<file path="config.mk">
export PLATFORM = sky130hd
export DESIGN_NAME = fp_unpack_seq_flat
export DESIGN_NICKNAME = d
export VERILOG_FILES = /design/src/rtl/fp_unpack_seq_if.sv /design/src/rtl/fp_unpack_seq.sv /design/src/flat_wrapper.sv
export SDC_FILE = /design/constraint.sdc
export NUM_CORES = 1
export LEC_CHECK = 0
export ABC_CLOCK_PERIOD_IN_PS = 4300
export CAP_MARGIN = 10
export CORE_MARGIN = 10
export CORE_UTILIZATION = 45
export DETAILED_ROUTE_END_ITERATION = 8
export PLACE_DENSITY = 0.75
export SLEW_MARGIN = 20
export SYNTH_ARGS = -nofsm -noshare
export SYNTH_HDL_FRONTEND = slang
export SYNTH_SLANG_ARGS = --single-unit
</file>
<file path="constraint.sdc">
create_clock -name clk -period 4.3 [get_ports clk]
set_input_delay 0.645 -clock clk [delete_from_list [all_inputs] [get_ports clk]]
set_output_delay 0.645 -clock clk [all_outputs]
set_load 0.01 [all_outputs]
</file>
<file path="src/rtl/fp_unpack_seq_if.sv">
// Operand/result handshake bundle for fp_unpack_seq.
// slave is the unpacker side, master is the producer/consumer side.
interface fp_unpack_seq_if #(
    parameter int N_EXP = 11,
    parameter int N_MAN = 52
);
    logic                    in_valid;
    logic                    in_ready;
    logic [N_EXP+N_MAN:0]    in_f;
    logic                    out_valid;
    logic                    out_ready;
    logic                    out_sign;
    logic signed [N_EXP+1:0] out_exp;
    logic [N_MAN:0]          out_man;
    logic                    out_zero;
    logic                    out_inf;
    logic                    out_qnan;
    logic                    out_snan;
    logic                    out_dnorm;
    logic                    out_norm;

    modport slave (
        input  in_valid, in_f, out_ready,
        output in_ready, out_valid, out_sign, out_exp, out_man,
               out_zero, out_inf, out_qnan, out_snan, out_dnorm, out_norm
    );

    modport master (
        output in_valid, in_f, out_ready,
        input  in_ready, out_valid, out_sign, out_exp, out_man,
               out_zero, out_inf, out_qnan, out_snan, out_dnorm, out_norm
    );
endinterface

</file>
<file path="src/rtl/fp_unpack_seq.sv">
// Handshaked FP operand unpacker: classifies, unbiases the exponent and
// normalises denormals iteratively so downstream datapaths see a leading one.
module fp_unpack_seq #(
    parameter int N_EXP = 11,
    parameter int N_MAN = 52,
    parameter int BIAS  = (1 << (N_EXP - 1)) - 1,
    parameter int EMIN  = 1 - BIAS,
    parameter int STEP  = 4
) (
    input  logic           clk,
    input  logic           rst_n,
    fp_unpack_seq_if.slave bus
);
    localparam int NE = N_EXP + 2;
    localparam logic signed [NE-1:0] BIAS_E = NE'(BIAS);
    localparam logic signed [NE-1:0] INF_E  = NE'(BIAS + 1);
    localparam logic signed [NE-1:0] EMIN_E = NE'(EMIN);
    localparam logic signed [NE-1:0] STEP_E = NE'(STEP);
    localparam logic signed [NE-1:0] ONE_E  = NE'(1);

    typedef enum logic [1:0] {IDLE, SHIFT, OUT} state_t;
    state_t state, state_n;

    logic                 sign_q;
    logic signed [NE-1:0] exp_q;
    logic [N_MAN:0]       man_q;
    logic                 zero_q, inf_q, qnan_q, snan_q, dnorm_q, norm_q;

    logic                 f_sign;
    logic [N_EXP-1:0]     f_exp;
    logic [N_MAN-1:0]     f_frac;
    logic                 e1, e0, f0, is_dn, accept;
    logic signed [NE-1:0] ld_exp, sh_exp;
    logic [N_MAN:0]       ld_man, sh_man;

    assign f_sign = bus.in_f[N_EXP+N_MAN];
    assign f_exp  = bus.in_f[N_MAN +: N_EXP];
    assign f_frac = bus.in_f[N_MAN-1:0];
    assign e1     = &f_exp;
    assign e0     = ~|f_exp;
    assign f0     = ~|f_frac;
    assign is_dn  = e0 & ~f0;

    // Gated by rst_n so nothing is accepted while reset is held.
    assign bus.in_ready = rst_n & ((state == IDLE) | ((state == OUT) & bus.out_ready));
    assign accept       = bus.in_valid & bus.in_ready;
    assign bus.out_valid = (state == OUT);

    always_comb begin
        ld_exp = '0;
        ld_man = {1'b0, f_frac};
        if (e1) begin
            ld_exp = INF_E;
        end else if (e0) begin
            ld_exp = f0 ? '0 : EMIN_E;
        end else begin
            ld_exp = $signed({2'b00, f_exp}) - BIAS_E;
            ld_man = {1'b1, f_frac};
        end
    end

    // Coarse step only when the top STEP bits are clear, so it never overshoots.
    always_comb begin
        sh_man = man_q << 1;
        sh_exp = exp_q - ONE_E;
        if (man_q[N_MAN -: STEP] == '0) begin
            sh_man = man_q << STEP;
            sh_exp = exp_q - STEP_E;
        end
    end

    always_ff @(posedge clk or negedge rst_n) begin
        if (!rst_n) state <= IDLE;
        else        state <= state_n;
    end

    always_comb begin
        state_n = state;
        case (state)
            IDLE:  if (accept) state_n = is_dn ? SHIFT : OUT;
            SHIFT: if (sh_man[N_MAN]) state_n = OUT;
            OUT: begin
                if (accept)              state_n = is_dn ? SHIFT : OUT;
                else if (bus.out_ready)  state_n = IDLE;
            end
            default: state_n = IDLE;
        endcase
    end

    always_ff @(posedge clk or negedge rst_n) begin
        if (!rst_n) begin
            sign_q  <= 1'b0;
            exp_q   <= '0;
            man_q   <= '0;
            zero_q  <= 1'b0;
            inf_q   <= 1'b0;
            qnan_q  <= 1'b0;
            snan_q  <= 1'b0;
            dnorm_q <= 1'b0;
            norm_q  <= 1'b0;
        end else if (accept) begin
            sign_q  <= f_sign;
            exp_q   <= ld_exp;
            man_q   <= ld_man;
            zero_q  <= e0 & f0;
            inf_q   <= e1 & f0;
            qnan_q  <= e1 & ~f0 & f_frac[N_MAN-1];
            snan_q  <= e1 & ~f0 & ~f_frac[N_MAN-1];
            dnorm_q <= is_dn;
            norm_q  <= ~e1 & ~e0;
        end else if (state == SHIFT) begin
            man_q <= sh_man;
            exp_q <= sh_exp;
        end
    end

    assign bus.out_sign  = sign_q;
    assign bus.out_exp   = exp_q;
    assign bus.out_man   = man_q;
    assign bus.out_zero  = zero_q;
    assign bus.out_inf   = inf_q;
    assign bus.out_qnan  = qnan_q;
    assign bus.out_snan  = snan_q;
    assign bus.out_dnorm = dnorm_q;
    assign bus.out_norm  = norm_q;
endmodule

</file>
<file path="src/flat_wrapper.sv">
// flat-port wrapper written by rule: the top's interface ports become plain ports
module fp_unpack_seq_flat 
#(
    parameter int N_EXP = 11,
    parameter int N_MAN = 52,
    parameter int BIAS  = (1 << (N_EXP - 1)) - 1,
    parameter int EMIN  = 1 - BIAS,
    parameter int STEP  = 4
)
  (clk, rst_n, bus_in_valid, bus_in_f, bus_out_ready, bus_in_ready, bus_out_valid, bus_out_sign, bus_out_exp, bus_out_man, bus_out_zero, bus_out_inf, bus_out_qnan, bus_out_snan, bus_out_dnorm, bus_out_norm);
  fp_unpack_seq_if #(.N_EXP(N_EXP), .N_MAN(N_MAN)) bus_i ();
  input  logic clk;
  input  logic rst_n;
  input wire logic [$bits(bus_i.in_valid)-1:0] bus_in_valid;
  input wire logic [$bits(bus_i.in_f)-1:0] bus_in_f;
  input wire logic [$bits(bus_i.out_ready)-1:0] bus_out_ready;
  output wire logic [$bits(bus_i.in_ready)-1:0] bus_in_ready;
  output wire logic [$bits(bus_i.out_valid)-1:0] bus_out_valid;
  output wire logic [$bits(bus_i.out_sign)-1:0] bus_out_sign;
  output wire logic [$bits(bus_i.out_exp)-1:0] bus_out_exp;
  output wire logic [$bits(bus_i.out_man)-1:0] bus_out_man;
  output wire logic [$bits(bus_i.out_zero)-1:0] bus_out_zero;
  output wire logic [$bits(bus_i.out_inf)-1:0] bus_out_inf;
  output wire logic [$bits(bus_i.out_qnan)-1:0] bus_out_qnan;
  output wire logic [$bits(bus_i.out_snan)-1:0] bus_out_snan;
  output wire logic [$bits(bus_i.out_dnorm)-1:0] bus_out_dnorm;
  output wire logic [$bits(bus_i.out_norm)-1:0] bus_out_norm;
  assign bus_i.in_valid = bus_in_valid;
  assign bus_i.in_f = bus_in_f;
  assign bus_i.out_ready = bus_out_ready;
  assign bus_in_ready = bus_i.in_ready;
  assign bus_out_valid = bus_i.out_valid;
  assign bus_out_sign = bus_i.out_sign;
  assign bus_out_exp = bus_i.out_exp;
  assign bus_out_man = bus_i.out_man;
  assign bus_out_zero = bus_i.out_zero;
  assign bus_out_inf = bus_i.out_inf;
  assign bus_out_qnan = bus_i.out_qnan;
  assign bus_out_snan = bus_i.out_snan;
  assign bus_out_dnorm = bus_i.out_dnorm;
  assign bus_out_norm = bus_i.out_norm;
  fp_unpack_seq #(.N_EXP(N_EXP), .N_MAN(N_MAN), .BIAS(BIAS), .EMIN(EMIN), .STEP(STEP)) u_core (.clk(clk), .rst_n(rst_n), .bus(bus_i));
endmodule
</file>
# --- Yosys cells after proc, flatten, opt, wreduce, memory -nomap -nowiden ---
# Index checks and enable logic that the tools add are counted.
# Widths: inputs -> output; s select.
op_classes:
  n_eq_ne: 5
  n_reduce_logical: 9
  mux: 17
  addsub: 3
  bitwise: 13
op_table:
  columns: ["op", "count"]
  rows:
  - ["$mux 53", 5]
  - ["$mux 13", 6]
  - ["$reduce_or 52->1", 1]
  - ["$sub 13x2->13 const B", 1]
  - ["$sub 13x4->13 const B", 1]
  - ["$sub 11x10->12 const B", 1]
  - ["$reduce_and 11->1", 1]
  - ["$reduce_or 11->1", 1]
  - ["$and 1x1->1", 10]
  - ["$mux 2", 5]
  - ["$pmux 2 s3", 1]
  - ["$logic_not 4->1", 1]
  - ["$ne 2x1->1 const B", 2]
  - ["$ne 3x2->1 const B", 1]
  - ["$reduce_and 3->1", 1]
  - ["$eq 2x1->1 const B", 1]
  - ["$eq 2x2->1 const B", 1]
  - ["$logic_not 1->1", 2]
  - ["$logic_not 2->1", 1]
  - ["$not 1->1", 2]
  - ["$reduce_bool 2->1", 1]
  - ["$or 1x1->1", 1]
word_totals:
  register_bits: 75
  word_cells: 57
  input_bits: 68
  output_inout_bits: 75

# --- Longest topological paths before layout ---
# Gate-level depths: netlist of run 1.
logic_depth:
  word_depth: 7
  mapped_depth: 7
  mapped_depth_nobuf: 7

# --- Least setup slack after synthesis of run 1 ---
# OpenSTA, ideal clock, no wires.
synth_path:
  path_type: "in2reg"
  from: "in bus_in_f[21]"
  to: "reg u_core.exp_q[10] (netlist: u_core.bus.out_exp[10])"
  slack_ps: 2125
  arrival_ps: 2036
  path_buffers: 0
  stages: 5
  t_required_ps: 4161
  path_cell_list: "nor4_1 nand4_1 nor4_4 nor3_2 or4_1"
synth_between:
  elab_chain_len: 5
synth_lines:
  columns: ["item", "line_no", "source"]
  rows:
  - ["start: declaration", "flat_wrapper.sv:15", "input wire logic [$bits(bus_i.in_f)-1:0] bus_in_f;"]
  - ["$reduce_or 52->1", "fp_unpack_seq.sv:41", "assign f0 = ~|f_frac;"]
  - ["$mux 13", "fp_unpack_seq.sv:55", "ld_exp = f0 ? '0 : EMIN_E;"]
  - ["$mux 13", "fp_unpack_seq.sv:54", "end else if (e0) begin"]
  - ["$mux 13", "fp_unpack_seq.sv:52", "if (e1) begin"]
  - ["$mux 13", "fp_unpack_seq.sv:101", "end else if (accept) begin"]
  - ["end signal: assignment", "fp_unpack_seq.sv:103", "exp_q <= ld_exp;"]
  - ["end signal: assignment", "fp_unpack_seq.sv:113", "exp_q <= sh_exp;"]
  - ["end: declaration", "fp_unpack_seq.sv:25", "logic signed [NE-1:0] exp_q;"]
# No other way between the ends.
# A chain may end at the register's enable or synchronous reset.

# --- Worst setup path after layout of run 1 ---
layout_path:
  from: "in bus_in_f[41]"
  to: "reg u_core.exp_q[10] (netlist: u_core.bus.out_exp[10])"
# The elaborated chain is that of the path after synthesis.

==> impl_metrics.csv, run 1 <==
group,metric,value,unit
clocking,clk_latency,360,ps
worst_setup_path,cp.arrival,2990,ps
timing,fin_tns_setup,0,ps
route,postRouteAntennaNets,0,
worst_setup_path,worst-path-buf-inv,1,
yosys,syn_avg_cell_area,8.83,um2
placed_design,pre_cts_ws,1250,ps
timing,slew_viol_final,0,
worst_hold_path,hold_class,"flip-flop to flip-flop",
timing,rsz0062_at_grt,"no",
layout,drive_above_1_share,0.0538,
yosys,ys.flop_type,"dfrtp_1",
yosys,synth_cells,502,
yosys,synth_cell_types,53,
placed_design,hpwl,10.6,mm
yosys,syn-cell-area,4430,um2
clocking,cts_resized,0,
worst_setup_path,crit_fanout,6,
worst_hold_path,hold_path_end,"u_core.bus.out_norm",
global_routing,grt_antenna_before_repair,0,
worst_setup_path,path_cells,"clkdlybuf4s50_1 -> nor4_1 -> nand4_1 -> nor4_4 -> nor3_2 -> or4_1",
placed_design,portBuffers,142,
worst_setup_path,worst_path_max_delay_cell,"nor4_1",
die,start_util,0.458,
yosys,yosysTopAreaCell,"dfrtp_1",
timing,fin_worst_skew,10.3,ps
worst_hold_path,worstHoldStart,"u_core.bus.out_norm",
timing,setup_ws,1540,ps
clocking,htree_levels,3,
die,core,9680,um2
worst_setup_path,ff2ff_setup_slack,1710,ps
power,power_density,362,nW/um2
worst_setup_path,reg2reg_from,"u_core.bus.out_man[50]",
global_routing,grt_pass1_wl,23.8,mm
yosys,synthTopCellsByArea,"dfrtp_1 (42%), nand2_1 (13%), mux2i_1 (10%)",
clocking,hold_buffers,0,
route,dr_total_vias,4411,
clocking,clk_pin_slew,90,ps
clocking,cts_sinks,75,
global_routing,grt.total_usage,0.201,
yosys,seq_area_frac_synth,0.423,
job,cap_violations,0,
yosys,synthArstFlopShare,1.00,
worst_setup_path,required,4530,ps
worst_setup_path,worstSetupPathType,"input pin to flip-flop",
timing,setup_violations,0,
timing,max_freq,0.362,GHz
global_routing,grt_overflow,0,
yosys,synth_nets,575,
worst_setup_path,critical_path.top_delay_family,"simple AND/OR/NAND/NOR gates",
yosys,yosysTopAreaCellShare,0.423,
clocking,clk_path_buf_depth,2,
die,die_w,119,um
yosys,synth_warnings,0,
timing,hold_viol,0,
power,ir_drop,0.145,mV
clocking,cts_made_buffers,9,
worst_setup_path,end_kind,"flip-flop",
timing,tightestPinTransition,959,ps
yosys,ys_ff_latch,75,
layout,final_common_cell,"nand2_1",
die,dieArea,14200,um2
route,wl_per_cell,19.1,um
status,outcome,"finished, final reports clean",
route,vias_per_cell,5.77,
route,wirelength,14.6,mm
route,drc,0,
route,dr.pass1.iters,5,
layout,final_cell_mix,"nand2_1 (148), clkdlybuf4s50_1 (141), dfrtp_1 (75)",
power,p_leak,2.41,nW
timing,fin_crit_sh,0.643,
global_routing,grt_pass1_vias,4451,
timing,finalCriticalPeriod,2760,ps
die,die_height,119,um
timing,maxSlewHeadroom,0.360,
layout,syn2layout_area_growth,38.9,%
layout,diodes,0,
layout,layout.nets,700,
yosys,synth-edff-count,0,
die,top_level_ports,143,
worst_setup_path,cp_slowest_stage_delay,600,ps
clocking,post_cts_buffers,0,
route,initialDrtViolationCount,319,
worst_hold_path,whs_path_depth,2,
clocking,cts_tree,"done",
worst_setup_path,cp-start-kind,"input pin",
worst_setup_path,r2r_cells,6,
worst_setup_path,reg2reg_to,"u_core.bus.out_exp[7]",
placed_design,place_congestion,0.920,
power,power.total,0.00223,W
global_routing,grt_max_degree,97,
clocking,cts_root_buffer,"clkbuf_8",
layout,fillers,835,
die,fp-row-count,36,
layout make-up:
cell class / instances / area (um2) / area share
timing repair buffer: 147 / 1460 / 0.237
multi-input combinational: 384 / 2390 / 0.389
inverter: 10 / 37.5 / 0.00610
sequential: 75 / 1880 / 0.305
clock inverter: 7 / 101 / 0.0165
clock buffer: 9 / 124 / 0.0201
tap: 133 / 166 / 0.0270
metrics by stage:
| step | area (um2) | hold WS (ps) | util | instances |
|---|---|---|---|---|
| finish | 6160 | 487 | 0.636 | 765 |
| global route | 6160 | 535 | 0.636 | 765 |
| CTS | 6160 | 498 | 0.636 | 765 |
| detailed placement | 5930 | 479 | 0.613 | 749 |
| global placement | 5930 | 472 | 0.613 | 749 |
| floorplan | 4430 | 349 | - | 502 |
cell families (layout without fill, tap and decap cells):
logic type,count (synthesis),after routing,share of synthesized area
XOR/XNOR,12,12,0.0237
AND/OR/NAND/NOR,226,226,0.235
flip-flops,75,75,0.423
adder cells (fa/ha/maj),5,5,0.0141
buffers and inverters,43,173,0.0404
multiplexers,48,48,0.109
AO/OA/AOI/OAI,93,93,0.155
where the power goes:
group	total, W	internal, W	leakage [nW]	switching, W
registers	0.000944	0.000808	0.929	0.000136
clock network	0.000619	0.000331	0.106	0.000288
logic	0.000667	0.000371	1.38	0.000296
routing by layer:
| metal | routed length [um] | global-route usage | share of wire | up-vias |
|---|---|---|---|---|
| li1 | - | - | - | 2069 |
| met1 | 6300 | 0.263 | 0.43 | 2147 |
| met2 | 6950 | 0.316 | 0.48 | 172 |
| met3 | 1060 | 0.0444 | 0.073 | 23 |
| met4 | 284 | 0.0771 | 0.019 | 0 |
| met5 | 0 | 0 | 0 | - |
worst max-delay path by stage:
stage | startpoint | end | slack, ps | cells after the start
2_1_floorplan | bus_in_f[21] | u_core.bus.out_exp[10] | 2130 | 5
6_report | bus_in_f[41] | u_core.bus.out_exp[10] | 1540 | 6
3_5_place_dp | bus_in_f[41] | u_core.bus.out_exp[10] | 1250 | 6
3_3_place_gp | bus_in_f[21] | u_core.bus.out_exp[10] | 1270 | 6
5_1_grt | bus_out_ready | u_core.bus.out_exp[2] | 1500 | 6
4_1_cts | bus_in_f[41] | u_core.bus.out_exp[10] | 1630 | 6
worst reg2reg max path: stages (launching register included):
cell	delay, ps
dfrtp_1	450
nor4_4	340
buf_4	720
o2111a_1	500
nand3_1	150
xor2_1	180
o22ai_1	90
flip-flops by register name, summed over array words and instances, names as in the netlist:
register              count
u_core.bus.out_qnan       1
u_core.bus.out_dnorm      1
u_core.bus.out_sign       1
u_core.bus.out_snan       1
u_core.bus.out_exp       13
u_core.bus.out_norm       1
u_core.bus.out_inf        1
u_core.bus.out_man       53
u_core.state              2
u_core.bus.out_zero       1
synthesized netlist by cell type (2+ instances only):
cell / number
a222oi_1: 3
clkbuf_1: 15
a31oi_1: 2
o211ai_1: 46
mux2_2: 2
nand2b_1: 3
nor4_2: 2
o21ai_0: 5
nand3_1: 11
xor2_1: 9
inv_1: 10
o22ai_1: 9
buf_2: 8
and3_1: 3
mux2i_1: 46
buf_1: 9
a211oi_1: 4
o41ai_1: 2
nor2_1: 14
a21oi_1: 7
xnor2_1: 3
and4_1: 3
nand4_1: 6
dfrtp_1: 75
o21a_1: 2
nor2b_1: 3
nor3_1: 7
ha_1: 5
nand2_1: 148
nor4_1: 17
No activity file was read; power rests on OpenSTA's default activity.
==> inputs of run 2 (changes only) <==
- ABC_CLOCK_PERIOD_IN_PS: 4300 -> 2800
- clock period: 4.3 -> 2.8 ns (I/O delays scaled with it)
==> run 2 against run 1 <==
  * Clock power increased by 65%
  * Wire length is essentially flat
  * Via count fell by 1.2%
  * Critical path type unchanged
  * Critical endpoint unchanged
  * Largest power group unchanged
  * Highest routed layer unchanged
==> impl_metrics.csv, run 2 (synthesized netlist as in run 1, its figures left out) <==
group,metric,value,unit
worst_hold_path,hold_class,"input pin to async pin",
worst_setup_path,worstSetupPathType,"input pin to flip-flop",
die,core,9680,um2
timing,setup_ws,439,ps
power,p_leak,2.47,nW
layout,layout.nets,706,
job,cap_violations,0,
clocking,clk_latency,340,ps
timing,setup_violations,0,
layout,largest_reg_flops,53,
clocking,clk_path_buf_depth,2,
timing,maxSlewHeadroom,0.346,
worst_setup_path,end_kind,"flip-flop",
clocking,cts_made_buffers,9,
layout,diodes,0,
power,ir_drop,0.263,mV
route,wl_per_cell,18.9,um
layout,final_cell_mix,"nand2_1 (148), clkdlybuf4s50_1 (141), dfrtp_1 (75)",
timing,fin_crit_sh,0.843,
global_routing,grt_max_degree,76,
timing,rsz0062_at_grt,"no",
clocking,cts_tree,"done",
route,initialDrtViolationCount,322,
layout,syn2layout_area_growth,40.8,%
die,die_height,119,um
worst_setup_path,cp.arrival,2570,ps
route,vias_per_cell,5.65,
clocking,htree_levels,3,
layout,final_area,6240,um2
timing,hold_viol,0,
timing,fin_tns_setup,0,ps
power,pwr-share-comb,0.294,
clocking,clk_pin_slew,70,ps
route,postRouteAntennaNets,0,
worst_setup_path,cp-start-kind,"input pin",
clocking,cts_sinks,75,
status,outcome,"finished, final reports clean",
layout,fin_cells,771,
route,dr.pass1.iters,6,
placed_design,dpl_cell_area,6000,um2
clocking,hold_buffers,0,
die,dieArea,14200,um2
clocking,post_cts_buffers,0,
power,p_int,0.00243,W
route,wirelength,14.6,mm
die,fp-row-count,36,
placed_design,place_congestion,0.881,
placed_design,portBuffers,142,
timing,finalCriticalPeriod,2360,ps
placed_design,hpwl,10.9,mm
timing,tightestPinTransition,981,ps
die,top_level_ports,143,
timing,slew_viol_final,0,
route,dr_total_vias,4356,
die,start_util,0.458,
power,power.share.switching,0.305,
worst_setup_path,required,3010,ps
power,power_density,561,nW/um2
layout,drive_above_1_share,0.0611,
power,clkPwrFrac,0.291,
timing,max_freq,0.424,GHz
worst_setup_path,r2r_cells,5,
worst_setup_path,crit_fanout,3,
timing,hold_ws,340,ps
global_routing,grt_overflow,0,
placed_design,dp.cells,755,
power,p_switching,0.00107,W
global_routing,grt_pass1_wl,23.7,mm
global_routing,grt_pass1_vias,4398,
layout,final_common_cell,"nand2_1",
clocking,cts_resized,0,
placed_design,pre_cts_ws,110,ps
global_routing,grt_antenna_before_repair,0,
global_routing,grt.total_usage,0.201,
power,seqPwrFrac,0.415,
route,drc,0,
die,die_w,119,um
timing,fin_worst_skew,10.5,ps
clocking,cts_root_buffer,"clkbuf_8",
## run 2: layer usage
layer / track usage / vias to the layer above / part of all wire
met4: 0.0649 / 0 / 0.017
li1: - / 2093 / -
met2: 0.318 / 175 / 0.47
met3: 0.0510 / 21 / 0.081
met1: 0.262 / 2067 / 0.44
met5: 0 / - / 0
## run 2: cell type report
class / count / area [um2]
timing repair buffer: 153 / 1530
clock inverter: 5 / 100
inverter: 10 / 37.5
tap: 133 / 166
clock buffer: 11 / 141
sequential: 75 / 1880
multi-input combinational: 384 / 2390
fill: 817 / 3440
## run 2: power groups by stage
stage | sequential (W) | combinational (W) | clock [W]
floorplan | 0.00148 | 0.000401 | 0
global placement | 0.00146 | 0.00102 | 0
detailed placement | 0.00147 | 0.00104 | 0
CTS | 0.00145 | 0.00104 | 0.00102
global route | 0.00148 | 0.00113 | 0.00108
finish | 0.00145 | 0.00103 | 0.00102
## run 2: path summary, 6_finish.rpt
kind,from,to,slack (ps)
max in group asynchronous,rst_n,u_core.bus.out_man[52],1800
setup / recovery,bus_in_f[21],u_core.bus.out_exp[10],440
min in group clk,u_core.bus.out_norm,u_core.bus.out_norm,480
hold / removal,rst_n,u_core.bus.out_norm,340
hold reg to reg,u_core.bus.out_norm,u_core.bus.out_norm,480
setup reg to reg,u_core.bus.out_man[50],u_core.bus.out_exp[10],590
## run 2: worst max-delay path, cell delays in order
cell and delay, ps:
clkdlybuf4s50_1 420, nor4_1 520, nand4_1 240, nor4_4 370, nor3_2 80, or4_1 510
## run 2: stage by stage
stage                     total power, W   util
after floorplan                  0.00188      -
after global placement           0.00248  0.620
after detailed placement         0.00251  0.620
after CTS                        0.00352  0.645
after global routing             0.00369  0.645
final                            0.00350  0.645
